`src/rtl/alu_result_stage.sv`:
```
// Registered ALU result stage: flags, 2-entry in-order skid buffer
// toward writeback, and a saturating overflow event counter.
//
// Ports:
//   clk, rst_n             clock, asynchronous active-low reset
//   in_valid/in_ready      upstream handshake
//   in_opcode/op1/op2      operands and opcode given to alu_simple
//   in_alu_out, in_rd      ALU result and destination register
//   out_valid/out_ready    writeback handshake for the head entry
//   out_result/rd/wen      head entry payload and write enable
//   out_zero/neg/ovf       head entry flags
//   ovf_count              overflowing entries retired (saturating)
//   out_trap               head entry overflowed (ALU_OVF_TRAP_EN only)
//
// Optional feature macro: ALU_OVF_TRAP_EN
module alu_result_stage #(
    parameter int unsigned WIDTH  = 32,
    parameter logic [3:0]  OP_ADD = 4'b0000,
    parameter logic [3:0]  OP_SUB = 4'b0001,
    parameter int unsigned CNT_W  = 16
) (
    input  logic             clk,
    input  logic             rst_n,
    input  logic             in_valid,
    output logic             in_ready,
    input  logic [3:0]       in_opcode,
    input  logic [WIDTH-1:0] in_op1,
    input  logic [WIDTH-1:0] in_op2,
    input  logic [WIDTH-1:0] in_alu_out,
    input  logic [4:0]       in_rd,
    output logic             out_valid,
    input  logic             out_ready,
    output logic [WIDTH-1:0] out_result,
    output logic [4:0]       out_rd,
    output logic             out_wen,
    output logic             out_zero,
    output logic             out_neg,
    output logic             out_ovf,
    output logic [CNT_W-1:0] ovf_count
`ifdef ALU_OVF_TRAP_EN
    ,
    output logic             out_trap
`endif
);

    typedef struct packed {
        logic [WIDTH-1:0] res;
        logic [4:0]       rd;
        logic             wen;
        logic             zero;
        logic             neg;
        logic             ovf;
    } ent_t;

    localparam logic [1:0] S_EMPTY = 2'd0;
    localparam logic [1:0] S_ONE   = 2'd1;
    localparam logic [1:0] S_TWO   = 2'd2;

    logic [1:0]       state_q, state_d;
    ent_t             head_q, head_d;
    ent_t             tail_q, tail_d;
    logic [CNT_W-1:0] cnt_q, cnt_d;
    ent_t             new_e;
    logic             push, pop, ovf;
    logic             a_s, b_s, r_s;

    // Only the sign bits of the operands matter for overflow.
    logic unused_ok;
    assign unused_ok = ^{in_op1[WIDTH-2:0], in_op2[WIDTH-2:0]};

    assign a_s = in_op1[WIDTH-1];
    assign b_s = in_op2[WIDTH-1];
    assign r_s = in_alu_out[WIDTH-1];

    always_comb begin
        ovf = 1'b0;
        unique case (1'b1)
            (in_opcode == OP_ADD): ovf = (a_s == b_s) && (r_s != a_s);
            (in_opcode == OP_SUB): ovf = (a_s != b_s) && (r_s != a_s);
            default:               ovf = 1'b0;
        endcase
    end

    always_comb begin
        new_e      = '0;
        new_e.res  = in_alu_out;
        new_e.rd   = in_rd;
        new_e.zero = (in_alu_out == '0);
        new_e.neg  = r_s;
        new_e.ovf  = ovf;
`ifdef ALU_OVF_TRAP_EN
        new_e.wen  = !ovf;
`else
        new_e.wen  = 1'b1;
`endif
    end

    assign in_ready  = (state_q != S_TWO);
    assign out_valid = (state_q != S_EMPTY);
    assign push      = in_valid && in_ready;
    assign pop       = out_valid && out_ready;

    // Head slot drives the outputs; tail only fills when head is busy.
    always_comb begin
        state_d = state_q;
        head_d  = head_q;
        tail_d  = tail_q;
        case (state_q)
            S_EMPTY: begin
                if (push) begin
                    head_d  = new_e;
                    state_d = S_ONE;
                end
            end
            S_ONE: begin
                if (push && pop) begin
                    head_d = new_e;
                end else if (push) begin
                    tail_d  = new_e;
                    state_d = S_TWO;
                end else if (pop) begin
                    state_d = S_EMPTY;
                end
            end
            S_TWO: begin
                if (pop) begin
                    head_d  = tail_q;
                    state_d = S_ONE;
                end
            end
            default: state_d = S_EMPTY;
        endcase
    end

    always_comb begin
        cnt_d = cnt_q;
        if (pop && head_q.ovf && !(&cnt_q))
            cnt_d = cnt_q + {{(CNT_W-1){1'b0}}, 1'b1};
    end

    always_ff @(posedge clk or negedge rst_n) begin
        if (!rst_n) begin
            state_q <= S_EMPTY;
            head_q  <= '0;
            tail_q  <= '0;
            cnt_q   <= '0;
        end else begin
            state_q <= state_d;
            head_q  <= head_d;
            tail_q  <= tail_d;
            cnt_q   <= cnt_d;
        end
    end

    assign out_result = head_q.res;
    assign out_rd     = head_q.rd;
    assign out_wen    = head_q.wen;
    assign out_zero   = head_q.zero;
    assign out_neg    = head_q.neg;
    assign out_ovf    = head_q.ovf;
    assign ovf_count  = cnt_q;
`ifdef ALU_OVF_TRAP_EN
    assign out_trap   = head_q.ovf;
`endif

endmodule

```
`config.mk`:
```
export PLATFORM = sky130hd
export DESIGN_NAME = alu_result_stage
export DESIGN_NICKNAME = d
export VERILOG_FILES = /design/src/rtl/alu_result_stage.sv
export SDC_FILE = /design/constraint.sdc
export NUM_CORES = 1
export LEC_CHECK = 0
export ABC_AREA = 1
export CORE_MARGIN = 8
export CORE_UTILIZATION = 40
export DETAILED_ROUTE_END_ITERATION = 10
export HOLD_SLACK_MARGIN = 0.02
export PLACE_DENSITY = 0.76
export SLEW_MARGIN = 20
export SYNTH_ARGS = -nofsm -noshare
export SYNTH_HDL_FRONTEND = slang
export SYNTH_SLANG_ARGS = --single-unit
```
`constraint.sdc`:
```
create_clock -name clk -period 1.57 [get_ports clk]
set_clock_uncertainty 0.1 [all_clocks]
set_input_delay 0.2355 -clock clk [delete_from_list [all_inputs] [get_ports clk]]
set_output_delay 0.2355 -clock clk [all_outputs]
set_load 0.05 [all_outputs]
```
# Word-level counts from Yosys, hierarchy flattened
# Cells that the tools add are included.
dict set report word_totals {
  regBits 100
  output_inout_bits 59
}
dict set report op_classes {
  addsub 1
  n_eq_ne 12
  n_mux 11
  n_bitwise 1
  reduce_logical 17
}
# cell count
set ops {}
lappend ops {{$mux 41} 3}
lappend ops {{$pmux 41 s3} 1}
lappend ops {{$logic_not 32->1} 1}
lappend ops {{$add 16x1->16 const B} 1}
lappend ops {{$reduce_and 16->1} 1}
lappend ops {{$mux 2} 5}
lappend ops {{$ne 2x2->1 const B} 5}
lappend ops {{$reduce_and 4->1} 2}
lappend ops {{$logic_and 1x1->1} 7}
lappend ops {{$pmux 2 s3} 1}
lappend ops {{$eq 4x1->1 const B} 1}
lappend ops {{$logic_not 4->1} 1}
lappend ops {{$ne 3x3->1 const B} 1}
lappend ops {{$reduce_and 3->1} 1}
lappend ops {{$reduce_bool 3->1} 1}
lappend ops {{$eq 2x1->1 const B} 1}
lappend ops {{$eq 2x2->1 const B} 1}
lappend ops {{$logic_not 2->1} 1}
lappend ops {{$ne 1x1->1} 2}
lappend ops {{$pmux 1 s2} 1}
lappend ops {{$reduce_bool 2->1} 1}
lappend ops {{$eq 1x1->1} 1}
lappend ops {{$logic_not 1->1} 1}
lappend ops {{$not 1->1} 1}

# Longest topological paths before layout
# Gate-level depths: netlist of run 1.
dict set report logic_depth {
  word_depth 6
  ltp_mapped 9
  depth_no_buf 9
}

# Least setup slack after synthesis of run 1
# No wires, ideal clock.
dict set report synth_path {
  kind {register to register}
  start {register cnt_q[0] (netlist: ovf_count[0])}
  end {register cnt_q[9] (netlist: ovf_count[9])}
  setup_time_ns 0.120
  t_arrival_ns 1.682
  path_slack_ns -0.332
  stages_incl_launch_ff 10
  n_path_buf 1
  path_cell_list {dfrtp_1 ha_1 nand3_2 inv_1 nand2_1 inv_1 a21oi_4 buf_6 o21ai_0 nand2_1}
}
dict set report synth_via {
  elab_chain_len 3
  elab_cells_between_ends 4
}
# element line_no
set synth_lines {}
lappend synth_lines {{start: declaration} 62} ;# logic [CNT_W-1:0] cnt_q, cnt_d;
lappend synth_lines {{start signal: assignment} 151} ;# cnt_q <= cnt_d;
lappend synth_lines {{parallel branches: the longest is 3 deep, another holds $add 16x1->16} -}
# Several ways; the timed one is not identified.
# A chain may end at the register's enable or synchronous reset.

# Worst setup path in the final report of run 1
dict set report layout_path {
  start {register cnt_q[0] (netlist: ovf_count[0])}
  end {register cnt_q[15] (netlist: ovf_count[15])}
}
# The elaborated chain is that of the path after synthesis.

==> key figures, run 1 <==
Timing
  • Count of final max-slew check failures: 0
  • Setup violation total in the final timing report: 0
  • Tightest hold margin: ~0.35 ns
  • Number of failing hold endpoints at the final stage: 0
  • Slew HR: 0.7895
  • Minimum clock period: 1.539 ns
  • Setup repair after global routing missed its margin: true
  • Final period utilization: 0.9805
  • Least-Margin Pin Slew: around 0.32 ns
  • Fmax: ~650 MHz

Logic synthesis
  • Share of flip-flops with an asynchronous set or reset: 1.000
  • Post-synthesis net count: just under 700
  • Netlist cell types: 26
  • Number of enable-type register cells in the synthesized netlist: 0
  • Synth Flop Type: dfrtp_1
  • Total number of yosys warnings: 0
  • Mean Syn Cell Area: about 7.8 µm²
  • Post-Syn Instances: 585
  • Synthesis-stage register bit count: between 90 and 100
  • Syn Std Cell Area: 4574 µm²
  • Sequential element share of the synthesized area: 0.5361

Detailed routing
  • Detailed-router iteration count before antenna repair: 4
  • Average wire per standard cell: ~15 µm
  • Routed wire length: 13150 µm
  • Vias per inst: slightly above 5
  • Antenna violation net count after detailed routing: 0
  • Via count: around 4400
  • Number of DRC violations after detailed-routing iteration 0: 392
  • Number of remaining DRC errors: 0

Floorplanning
  • Die outline height: about 120 µm
  • Die Wd: about 120 µm
  • Effective utilization at floorplan: 0.4058
  • Core Footprint: about 11000 µm²
  • Die Footprint: 15110 µm²
  • Row count: 39
  • Number of placed I/O pins: 168

Power
  • Worst voltage drop across the vdd grid: around 1.2 mV
  • Power, Total: between 15 and 20 mW
  • Standby leakage power: about 3.4 nW
  • Power density over the cells: 2109 nW/µm²

Placement
  • Routability-driven placement congestion ratio: about 0.86
  • Count of input and output buffers: roughly 110
  • Post-DP HPWL: just over 9000 µm

Critical path
  • Critical-path cell with the highest stage delay: dfrtp_2
  • Arrival time worst endpoint: ~1.7 ns
  • Delay contributed by the slowest stage of the critical path: 0.38 ns
  • Crit path launch type: register
  • Required time at the endpoint of the critical path: 1.70 ns
  • Dominant cell type by count on the critical path: nand2_1
  • Max Fanout on Critical Path: 5
  • Worst path cell trace: buf_4 -> nand3_1 -> nor2_1 -> nand3_1 -> nand2_1 -> nand2_1 -> nand2_1 -> nand2_1
  • Kind of end point of the critical path: register
  • Worst-case register-to-register setup slack: a little over 0.03 ns
  • Kind of critical path: register to register
  • Bufs and invs on worst path: 1
  • Worst reg2reg path endpoint: ovf_count[15]
  • Startpoint of the lowest-slack register-to-register path: ovf_count[0]
  • Worst Reg2Reg Path Length in Cells: 8
  • Cell class contributing the biggest share of worst-path delay: simple AND/OR/NAND/NOR gates

Cells and area
  • Growth of design area from synthesis to finish: 55.88%
  • Net count of the finished layout: ~830
  • Number of inserted diodes: 0
  • Filler cell count in the final layout: 911
  • Share of post-route cells with drive strength above 1: 0.2173

Clocking
  • Sink Count: 98
  • Clock buffer depth: 2
  • Clock tree from TritonCTS: done
  • Worst skew pair latency: around 0.34 ns
  • Clock H-tree levels: 3
  • Clk Tree Root Cell: clkbuf_16
  • Number of buffers added by the clock tree synthesis step: 9
  • CTS clock-pin slew for the worst setup and hold paths: 0.07 ns

Status
  • Run status: finished, final reports clean

GRT
  • Global router's overall resource usage: 0.1723
  • Number of global-route vias before repair: 4479
  • Global-route wire length before repair: 21000 µm
  • Total congestion overflow after global routing: 0
  • Initial antenna violation count: 0
  • Pin count of the biggest net entering global routing: 57

Worst hold path
  • Worst min-delay path class: input pin to asynchronous set/reset pin

Flow run
  • Max cap viols: 0
==> worst max path at each step <==
stage | start | to | slack, ns | cells past startpoint
after floorplan | ovf_count[0] | ovf_count[15] | -0.01 | 9
after global placement | out_ready | out_result[31] | -0.12 | 8
after detailed placement | out_ready | out_rd[2] | -0.21 | 8
after CTS | state_q[0] | in_ready | 0.005 | 4
after global routing | ovf_count[0] | ovf_count[15] | -0.08 | 8
final | ovf_count[0] | ovf_count[15] | 0.03 | 8
==> per-layer routing <==
metal,up-vias,track usage,part of all wire
met5,-,0.02303,0.0037
met4,2,0.05560,0.012
met3,18,0.04886,0.068
met2,142,0.2983,0.50
met1,2107,0.2004,0.41
li1,2112,-,-
==> per-stage QoR <==
step / utilization / area (µm²) / setup TNS, ns / worst slack (ns) / instances
5_1_grt: 0.6326 / 7131 / -0.2259 / -0.07561 / 870
3_5_place_dp: 0.5906 / 6658 / -11.84 / -0.2074 / 845
2_1_floorplan: - / 4607 / -0.1204 / -0.01203 / 585
4_1_cts: 0.6209 / 6999 / 0 / 0.005375 / 864
6_report: 0.6326 / 7131 / 0 / 0.03060 / 870
3_3_place_gp: 0.5906 / 6658 / -6.846 / -0.1226 / 845
==> kinds of logic (layout without fill, tap and decap cells) <==
group / Yosys count / in the layout / synth area share
and+or+nand+nor: 368 / 368 / 0.3115
DFF: 98 / 98 / 0.5361
AOI/OAI and AO/OA: 54 / 54 / 0.07248
buffers and inverters: 52 / 194 / 0.05416
xor gates and xnor gates: 12 / 12 / 0.02298
adders and majority gates: 1 / 1 / 0.002735
==> final cells by class <==
type | count | area (µm²) | share of cell area
Sequential cell | 98 | 2471 | 0.3466
Timing Repair Buffer | 153 | 2155 | 0.3022
Multi-Input combinational cell | 435 | 1918 | 0.2690
Clock buffer | 9 | 225.2 | 0.03158
Tap cell | 143 | 178.9 | 0.02509
Inverter | 25 | 98.84 | 0.01386
Clock inverter | 7 | 83.83 | 0.01176
==> synthesized netlist by cell type (5+ instances only) <==
master,instances,share of area
a31oi_1,38,0.052
buf_2,9,0.0098
clkbuf_1,11,0.0090
dfrtp_1,98,0.54
inv_1,21,0.017
nand2_1,272,0.22
nand3_1,7,0.0077
nor2_1,78,0.064
o21ai_0,5,0.0055
o21ai_1,7,0.0077
xor2_1,8,0.015
==> cell usage in the layout, fill, tap and decap left out, types with 2 or more instances in the layout <==
cell type,netlist,final
dfrtp_1,98,83
a31oi_1,38,38
dfrtp_2,0,15
buf_12,0,67
xnor2_1,4,4
nand2_1,272,269
nand2_4,0,2
inv_6,0,2
clkinv_4,0,3
a21oi_1,2,2
clkbuf_16,0,12
clkdlybuf4s50_1,0,45
buf_4,3,37
nor2_2,0,3
nand3_1,7,7
nor2_1,78,75
inv_1,21,19
inv_2,4,5
nand4_1,3,3
nand2_2,3,4
xor2_1,8,8
o21ai_1,7,9
o21ai_0,5,3
==> sequential cells by signal, summed over array words and instances, names as in the netlist <==
register / cells
out_ovf: 1
out_wen: 1
out_zero: 1
ovf_count: 16
out_rd: 5
out_result: 32
state_q: 2
tail_q: 40
==> what timing repair did <==
| action | 4_1_cts | 5_1_grt |
|---|---|---|
| hold buffers | 1 | 0 |
| endpoints found under the hold margin | 98 | 0 |
| setup endpoints to repair | 1 | 50 |
| gates cloned | 0 | 3 |
| buffers inserted | 2 | 3 |
| pin swaps | 0 | 0 |
| resized for setup | 2 | 11 |
==> report_power, final <==
part           total [mW]  switching, mW  internal, mW
combinational        8.09           4.34          3.75
clock                2.26          0.994          1.26
sequential           4.69           1.07          3.62
==> tightest hold or removal path, stage by stage <==
cell	delay [ns]
dlygate4sd3_1	0.55
buf_4	0.14
buf_12	0.23
(Power assumes the default switching activity.)
==> run 2, diff against run 1 <==
CAP_MARGIN = 20   (was default)
CORE_ASPECT_RATIO = 0.5   (was default)
==> run 2 against run 1 <==
The run now ends with negative setup slack left. Largest cell class unchanged. Global-route usage decreased by 1.1 points. Count of clock-buffer cells in the layout unchanged. Design area down 0.32%. Fmax decreased by 3.0%. Sequential power about the same. Register-to-register slack about the same. Core utilization up 0.89 points. Critical path depth decreased by 4. Die area rose by 1.4%.
==> key figures, run 2 (synthesis results as in run 1) <==
Clocking
  • Clk Tree Root Cell: clkbuf_16
  • CTS clock-pin slew for the worst setup and hold paths: 0.07 ns (about the same)
  • Sink Count: 98 (unchanged)
  • Clock tree from TritonCTS: done
  • Clock buffer depth: 2 (unchanged)
  • Number of buffers added by the clock tree synthesis step: 9 (unchanged)
  • Worst skew pair latency: 0.34 ns (about the same)
  • Clock H-tree levels: 3 (unchanged)

Cells and area
  • Largest register FFs: 40 (unchanged)
  • Most used cells in the layout excluding fill and tap cells: nand2_1, dfrtp_1, nor2_1, buf_12, clkdlybuf4s50_1
  • Share of post-route cells with drive strength above 1: 0.2266 (+0.009317)
  • Register bank with the most flops: tail_q
  • Most common library cell in the layout ignoring fill and taps: nand2_1
  • Final design area excluding fillers: 7108 µm² (-0.32%)
  • Net count of the finished layout: 833 (+0.12%)
  • Number of inserted diodes: 0 (unchanged)
  • Growth of design area from synthesis to finish: 55.39%

Timing
  • Minimum clock period: 1.588 ns (+0.04842 ns)
  • Count of final max-slew check failures: 0 (unchanged)
  • Least-Margin Pin Slew: 0.4067 ns (+0.09096 ns)
  • Fmax: 629.8 MHz (-3.0%)
  • Tightest hold margin: 0.2708 ns (-0.07459 ns)
  • Final period utilization: 1.011 (+0.03084)
  • Slew HR: 0.7289 (-0.06064)
  • Setup repair after global routing missed its margin: true
  • Number of failing hold endpoints at the final stage: 0 (unchanged)
  • Setup violation total in the final timing report: 1 (+1)
  • Smallest setup slack after layout: -0.01782 ns (-0.04842 ns)

GRT
  • Pin count of the biggest net entering global routing: 46 (-19%)
  • Initial antenna violation count: 0 (unchanged)
  • Global router's overall resource usage: 0.1610 (-0.01137)
  • Total congestion overflow after global routing: 0 (unchanged)
  • Number of global-route vias before repair: 4241 (-5.3%)
  • Global-route wire length before repair: 20600 µm (-1.9%)

Detailed routing
  • Routed wire length: 12880 µm (-2.1%)
  • Antenna violation net count after detailed routing: 0 (unchanged)
  • Vias per inst: 4.979 (-1.1%)
  • Average wire per standard cell: 14.75 µm (-2.4%)
  • Detailed-router iteration count before antenna repair: 5 (+1)
  • Number of remaining DRC errors: 0 (unchanged)
  • Number of DRC violations after detailed-routing iteration 0: 296 (-24%)
  • Via count: 4347 (-0.78%)

Placement
  • Post-DP HPWL: 8892 µm (-4.8%)
  • Count of input and output buffers: 105 (unchanged)
  • Routability-driven placement congestion ratio: 0.8118 (-5.6%)
  • Total cell area at the placement stage: 6620 µm² (-0.56%)

Critical path
  • Cell class contributing the biggest share of worst-path delay: flip-flops
  • Kind of end point of the critical path: output port
  • Startpoint of the lowest-slack register-to-register path: ovf_count[0]
  • Worst path cell trace: inv_2 -> nand2_2 -> buf_4 -> buf_12
  • Kind of critical path: register to output port
  • Max Fanout on Critical Path: 3 (-2)
  • Worst Reg2Reg Path Length in Cells: 9 (+1)
  • Crit path launch type: register
  • Worst reg2reg path endpoint: ovf_count[0]
  • Delay contributed by the slowest stage of the critical path: 0.44 ns (+0.06 ns)
  • Critical Path Stages: 4 (-4)
  • Arrival time worst endpoint: 1.25 ns (-0.42 ns)
  • Required time at the endpoint of the critical path: 1.23 ns (-0.47 ns)
  • Critical-path cell with the highest stage delay: dfrtp_1
  • Worst-case register-to-register setup slack: 0.03 ns (about the same)
  • Bufs and invs on worst path: 3 (+2)

Floorplanning
  • Effective utilization at floorplan: 0.4128 (+0.007011)
  • Die outline height: 91.62 µm (-25%)
  • Core Footprint: 11080 µm² (-1.7%)
  • Die Footprint: 15320 µm² (+1.4%)
  • Die Wd: 167.2 µm (+36%)
  • Row count: 27 (-31%)
  • Number of placed I/O pins: 168 (unchanged)

Power
  • Standby leakage power: 3.361 nW (-0.69%)
  • Power, Total: 14.98 mW (-0.38%)
  • Worst voltage drop across the vdd grid: 0.7850 mV (-37%)
  • Power density over the cells: 2108 nW/µm² (about the same)

Worst hold path
  • Worst min-delay path class: input pin to asynchronous set/reset pin

Status
  • Run status: finished, violations left
  • Violations in the final reports: negative setup slack

Flow run
  • Max cap viols: 0 (unchanged)
-- run 2: changes by cell type in the layout (fill, tap and decap cells not counted), moves of 2 or more --
cell        delta
clkbuf_16      -2
nand2_2        +5
buf_8          +2
clkinvlp_4     +2
buf_12         -3
clkinv_4       -2
buf_6          +3
nand2_1        -5
-- run 2: worst register-to-register path: stages (launching register included) --
cell and delay, ns:
dfrtp_2 0.43, ha_4 0.18, nand3_4 0.09, inv_2 0.05, nand2_2 0.07, inv_2 0.04
a21oi_4 0.19, buf_2 0.21, nand2_1 0.06, nand2_1 0.06
-- run 2: area by class of cell --
| class | count | area [µm²] |
|---|---|---|
| fill | 840 | 3973 |
| sequential | 98 | 2470 |
| timing repair buffer | 154 | 2113 |
| multi-input combinational | 435 | 1942 |
| clock buffer | 9 | 225.2 |
| tap | 145 | 181.4 |
| inverter | 25 | 98.84 |
| clock inverter | 7 | 77.57 |
-- run 2: report_power, final --
part           internal (mW)  total (mW)  switching, mW  leakage (nW)
clock network           1.25        2.25           1.00         0.140
logic                   3.71        8.07           4.36          2.06
registers               3.62        4.67           1.04          1.16
total                   8.58        15.0           6.41          3.36
-- run 2: what timing repair did --
item,in CTS,in global routing
pin swaps,0,1
gates cloned,0,2
hold endpoints to repair,25,0
buffers inserted,3,6
hold buffers,1,0
setup endpoints to repair,1,54
gates resized for setup,2,22
-- run 2: how the worst max path moves through the flow --
stage | slack [ns] | to | startpoint
2_1_floorplan | -0.01 | ovf_count[15] | ovf_count[0]
3_3_place_gp | -0.14 | tail_q[0] | in_valid
3_5_place_dp | -0.18 | out_result[20] | out_ready
4_1_cts | 0.02 | ovf_count[6] | ovf_count[0]
5_1_grt | -0.06 | ovf_count[12] | ovf_count[0]
6_report | -0.02 | out_valid | state_q[1]
-- run 2: per-stage QoR --
stage / setup TNS [ns] / worst slack [ns] / instances / util
2_1_floorplan: -0.1204 / -0.01203 / 585 / -
3_3_place_gp: -10.19 / -0.1427 / 845 / 0.5974
3_5_place_dp: -12.35 / -0.1830 / 845 / 0.5974
4_1_cts: 0 / 0.02013 / 865 / 0.6284
5_1_grt: -0.9993 / -0.05506 / 873 / 0.6415
6_report: -0.01782 / -0.01782 / 873 / 0.6415
-- run 2: routing by layer --
metal / global-route usage / wire length [µm]
met3: 0.03249 / 539
met5: 0 / 0
met4: 0.05018 / 241
met1: 0.1838 / 5349
met2: 0.3018 / 6745
==> run 3, diff against run 2 <==
--- a/constraint.sdc
+++ b/constraint.sdc
@@ -4,2 +4,2 @@
 set_output_delay 0.2355 -clock clk [all_outputs]
-set_load 0.05 [all_outputs]
+set_load 0.02 [all_outputs]
==> run 3 against run 2 <==
The flow still finishes with violations (negative setup slack). Total power shrank 26%. Count of clock-buffer cells in the layout is 1 higher. Critical path depth is 5 higher. First-iteration DRC count rose by 0.34%. Die area stayed put.
==> key figures, run 3 (synthesis results as in run 1) <==
Timing
  • Fmax: 635.2 MHz (+0.86%)
  • Tightest hold margin: 0.2914 ns (+0.02053 ns)
  • Final period utilization: 1.003 (-0.008596)
  • Setup violation total in the final timing report: 2 (+1)
  • Count of final max-slew check failures: 0 (unchanged)
  • Minimum clock period: 1.574 ns (-0.01350 ns)
  • Setup repair after global routing missed its margin: true
  • Accumulated negative setup slack: -0.007455 ns (+0.01037 ns)
  • Number of failing hold endpoints at the final stage: 0 (unchanged)
  • Smallest setup slack after layout: -0.004328 ns (+0.01350 ns)
  • Least-Margin Pin Slew: 0.4729 ns (+0.06619 ns)
  • Slew HR: 0.6848 (-0.04413)

Detailed routing
  • Routed wire length: 13040 µm (+1.3%)
  • Antenna violation net count after detailed routing: 0 (unchanged)
  • Via count: 4328 (-0.44%)
  • Detailed-router iteration count before antenna repair: 5 (unchanged)
  • Vias per inst: 4.958 (-0.44%)
  • Number of DRC violations after detailed-routing iteration 0: 297 (+0.34%)
  • Average wire per standard cell: 14.94 µm (+1.3%)
  • Number of remaining DRC errors: 0 (unchanged)

Cells and area
  • Most common library cell in the layout ignoring fill and taps: nand2_1
  • Final Core Density: 0.5831 (-0.05838)
  • Share of post-route cells with drive strength above 1: 0.1374 (-0.08929)
  • Largest register FFs: 40 (unchanged)
  • Growth of design area from synthesis to finish: 41.25%
  • FF+latch area: 2456 µm² (-0.56%)
  • Filler cell count in the final layout: 943 (+12%)
  • Register bank with the most flops: tail_q
  • Most used cells in the layout excluding fill and tap cells: nand2_1, dfrtp_1, nor2_1, dlygate4sd2_1, clkdlybuf4s50_1
  • Area of combinational cells with multiple inputs: 1946 µm² (+0.19%)
  • Net count of the finished layout: 833 (unchanged)
  • Number of inserted diodes: 0 (unchanged)

GRT
  • Global-route wire length before repair: 20530 µm (-0.33%)
  • Global router's overall resource usage: 0.1623 (+0.001288)
  • Number of global-route vias before repair: 4175 (-1.6%)
  • Total congestion overflow after global routing: 0 (unchanged)
  • Initial antenna violation count: 0 (unchanged)
  • Pin count of the biggest net entering global routing: 37 (-20%)

Floorplanning
  • Core Footprint: 11080 µm² (unchanged)
  • Die Footprint: 15320 µm² (unchanged)
  • Die Wd: 167.2 µm (unchanged)
  • Number of placed I/O pins: 168 (unchanged)
  • Effective utilization at floorplan: 0.4128 (unchanged)
  • Die outline height: 91.62 µm (unchanged)
  • Row count: 27 (unchanged)

Clocking
  • Clock buffer depth: 2 (unchanged)
  • Clock tree from TritonCTS: done
  • Sink Count: 98 (unchanged)
  • Clock H-tree levels: 3 (unchanged)
  • Number of buffers added by the clock tree synthesis step: 9 (unchanged)
  • CTS clock-pin slew for the worst setup and hold paths: 0.07 ns (about the same)
  • Worst skew pair latency: 0.34 ns (about the same)
  • Clk Tree Root Cell: clkbuf_16

Placement
  • Count of input and output buffers: 105 (unchanged)
  • Post-DP HPWL: 8819 µm (-0.82%)
  • Worst setup slack after placement: -0.1467 ns (+0.03631 ns)
  • Routability-driven placement congestion ratio: 0.9109 (+12%)

Critical path
  • Critical Path Source: ovf_count[0]
  • Worst Reg2Reg Path Length in Cells: 9 (unchanged)
  • Required time at the endpoint of the critical path: 1.74 ns (+0.51 ns)
  • Crit path launch type: register
  • Worst-case register-to-register setup slack: -0.004 ns (-0.03 ns)
  • Startpoint of the lowest-slack register-to-register path: ovf_count[0]
  • Kind of critical path: register to register
  • Max Fanout on Critical Path: 6 (+3)
  • Kind of end point of the critical path: register
  • Arrival time worst endpoint: 1.74 ns (+0.49 ns)
  • Worst reg2reg path endpoint: ovf_count[8]

Power
  • Standby leakage power: 3.144 nW (-6.4%)
  • Power, Total: 11.16 mW (-26%)
  • Portion of total power attributed to combinational logic: 0.425 (-0.113)
  • Power density over the cells: 1727 nW/µm² (-18%)
  • Worst voltage drop across the vdd grid: 0.5844 mV (-26%)
  • Clock Power Share: 0.190 (+0.040)
  • Proportion of total power due to net switching: 0.4072 (-0.02032)
  • Switching power of the nets: 4.542 mW (-29%)
  • Pint: 6.613 mW (-23%)
  • Sequential power share: 0.385 (+0.073)

Status
  • Violations in the final reports: negative setup slack
  • Run status: finished, violations left

Worst hold path
  • Worst min-delay path class: input pin to asynchronous set/reset pin

Flow run
  • Max cap viols: 0 (unchanged)
[run 3: cell types whose count changed in the layout (fill, tap and decap cells not counted), moves of 4 or more]
cell / change
buf_12: -58
dfrtp_1: +11
dfrtp_2: -11
dlygate4sd2_1: +55
inv_2: -4
inv_4: +5
[run 3: repair_timing]
item | 4_1_cts | 5_1_grt
gates resized for setup | 85 | 18
gates cloned | 2 | 3
endpoints found under the setup margin | 76 | 39
buffers inserted | 3 | 2
pin swaps | 3 | 6
hold buffers | 1 | 0
endpoints found under the hold margin | 29 | 0
[run 3: how the worst max path moves through the flow]
stage	endpoint	cells past startpoint	slack [ns]
final	ovf_count[8]	9	-0.004
after global routing	ovf_count[9]	9	-0.08
after detailed placement	out_rd[4]	8	-0.15
after CTS	ovf_count[8]	9	-0.04
after floorplan	ovf_count[12]	9	0.01
after global placement	out_result[24]	8	-0.13
[run 3: cell type report]
type                            instances  share of cell area
Sequential cell                        98              0.3801
Multi-Input combinational cell        435              0.3011
Tap cell                              145             0.02808
Clock inverter                          6            0.007746
Clock buffer                           10             0.03544
Timing Repair Buffer                  154              0.2310
Inverter                               25             0.01646
[run 3: per-layer routing]
layer,vias up,global-route usage,routed length [µm]
met3,23,0.04147,643
met1,2077,0.1850,5383
met5,-,0,0
met4,0,0.06421,308
li1,2116,-,-
met2,112,0.2913,6707
[run 3: critical path, stage by stage, from the launching register on]
cell	delay (ns)
dfrtp_2	0.43
ha_4	0.17
nand3_4	0.09
inv_4	0.04
nand2_4	0.06
inv_4	0.04
a21oi_4	0.26
buf_6	0.18
nand2_2	0.04
o21ai_1	0.07
[run 3: metrics by stage]
step | area [µm²] | std cells
floorplan | 4589 | 585
global placement | 6032 | 846
detailed placement | 6032 | 846
CTS | 6334 | 868
global route | 6461 | 873
finish | 6461 | 873
[run 3: power groups by stage]
stage               Sequential (mW)  Combinational, mW  Clock [mW]
CTS                            4.29               4.51        2.17
global placement               4.32               4.75           0
floorplan                      4.98               1.92           0
detailed placement             4.34               4.87           0
finish                         4.30               4.74        2.12
global route                   4.45               5.16        2.25
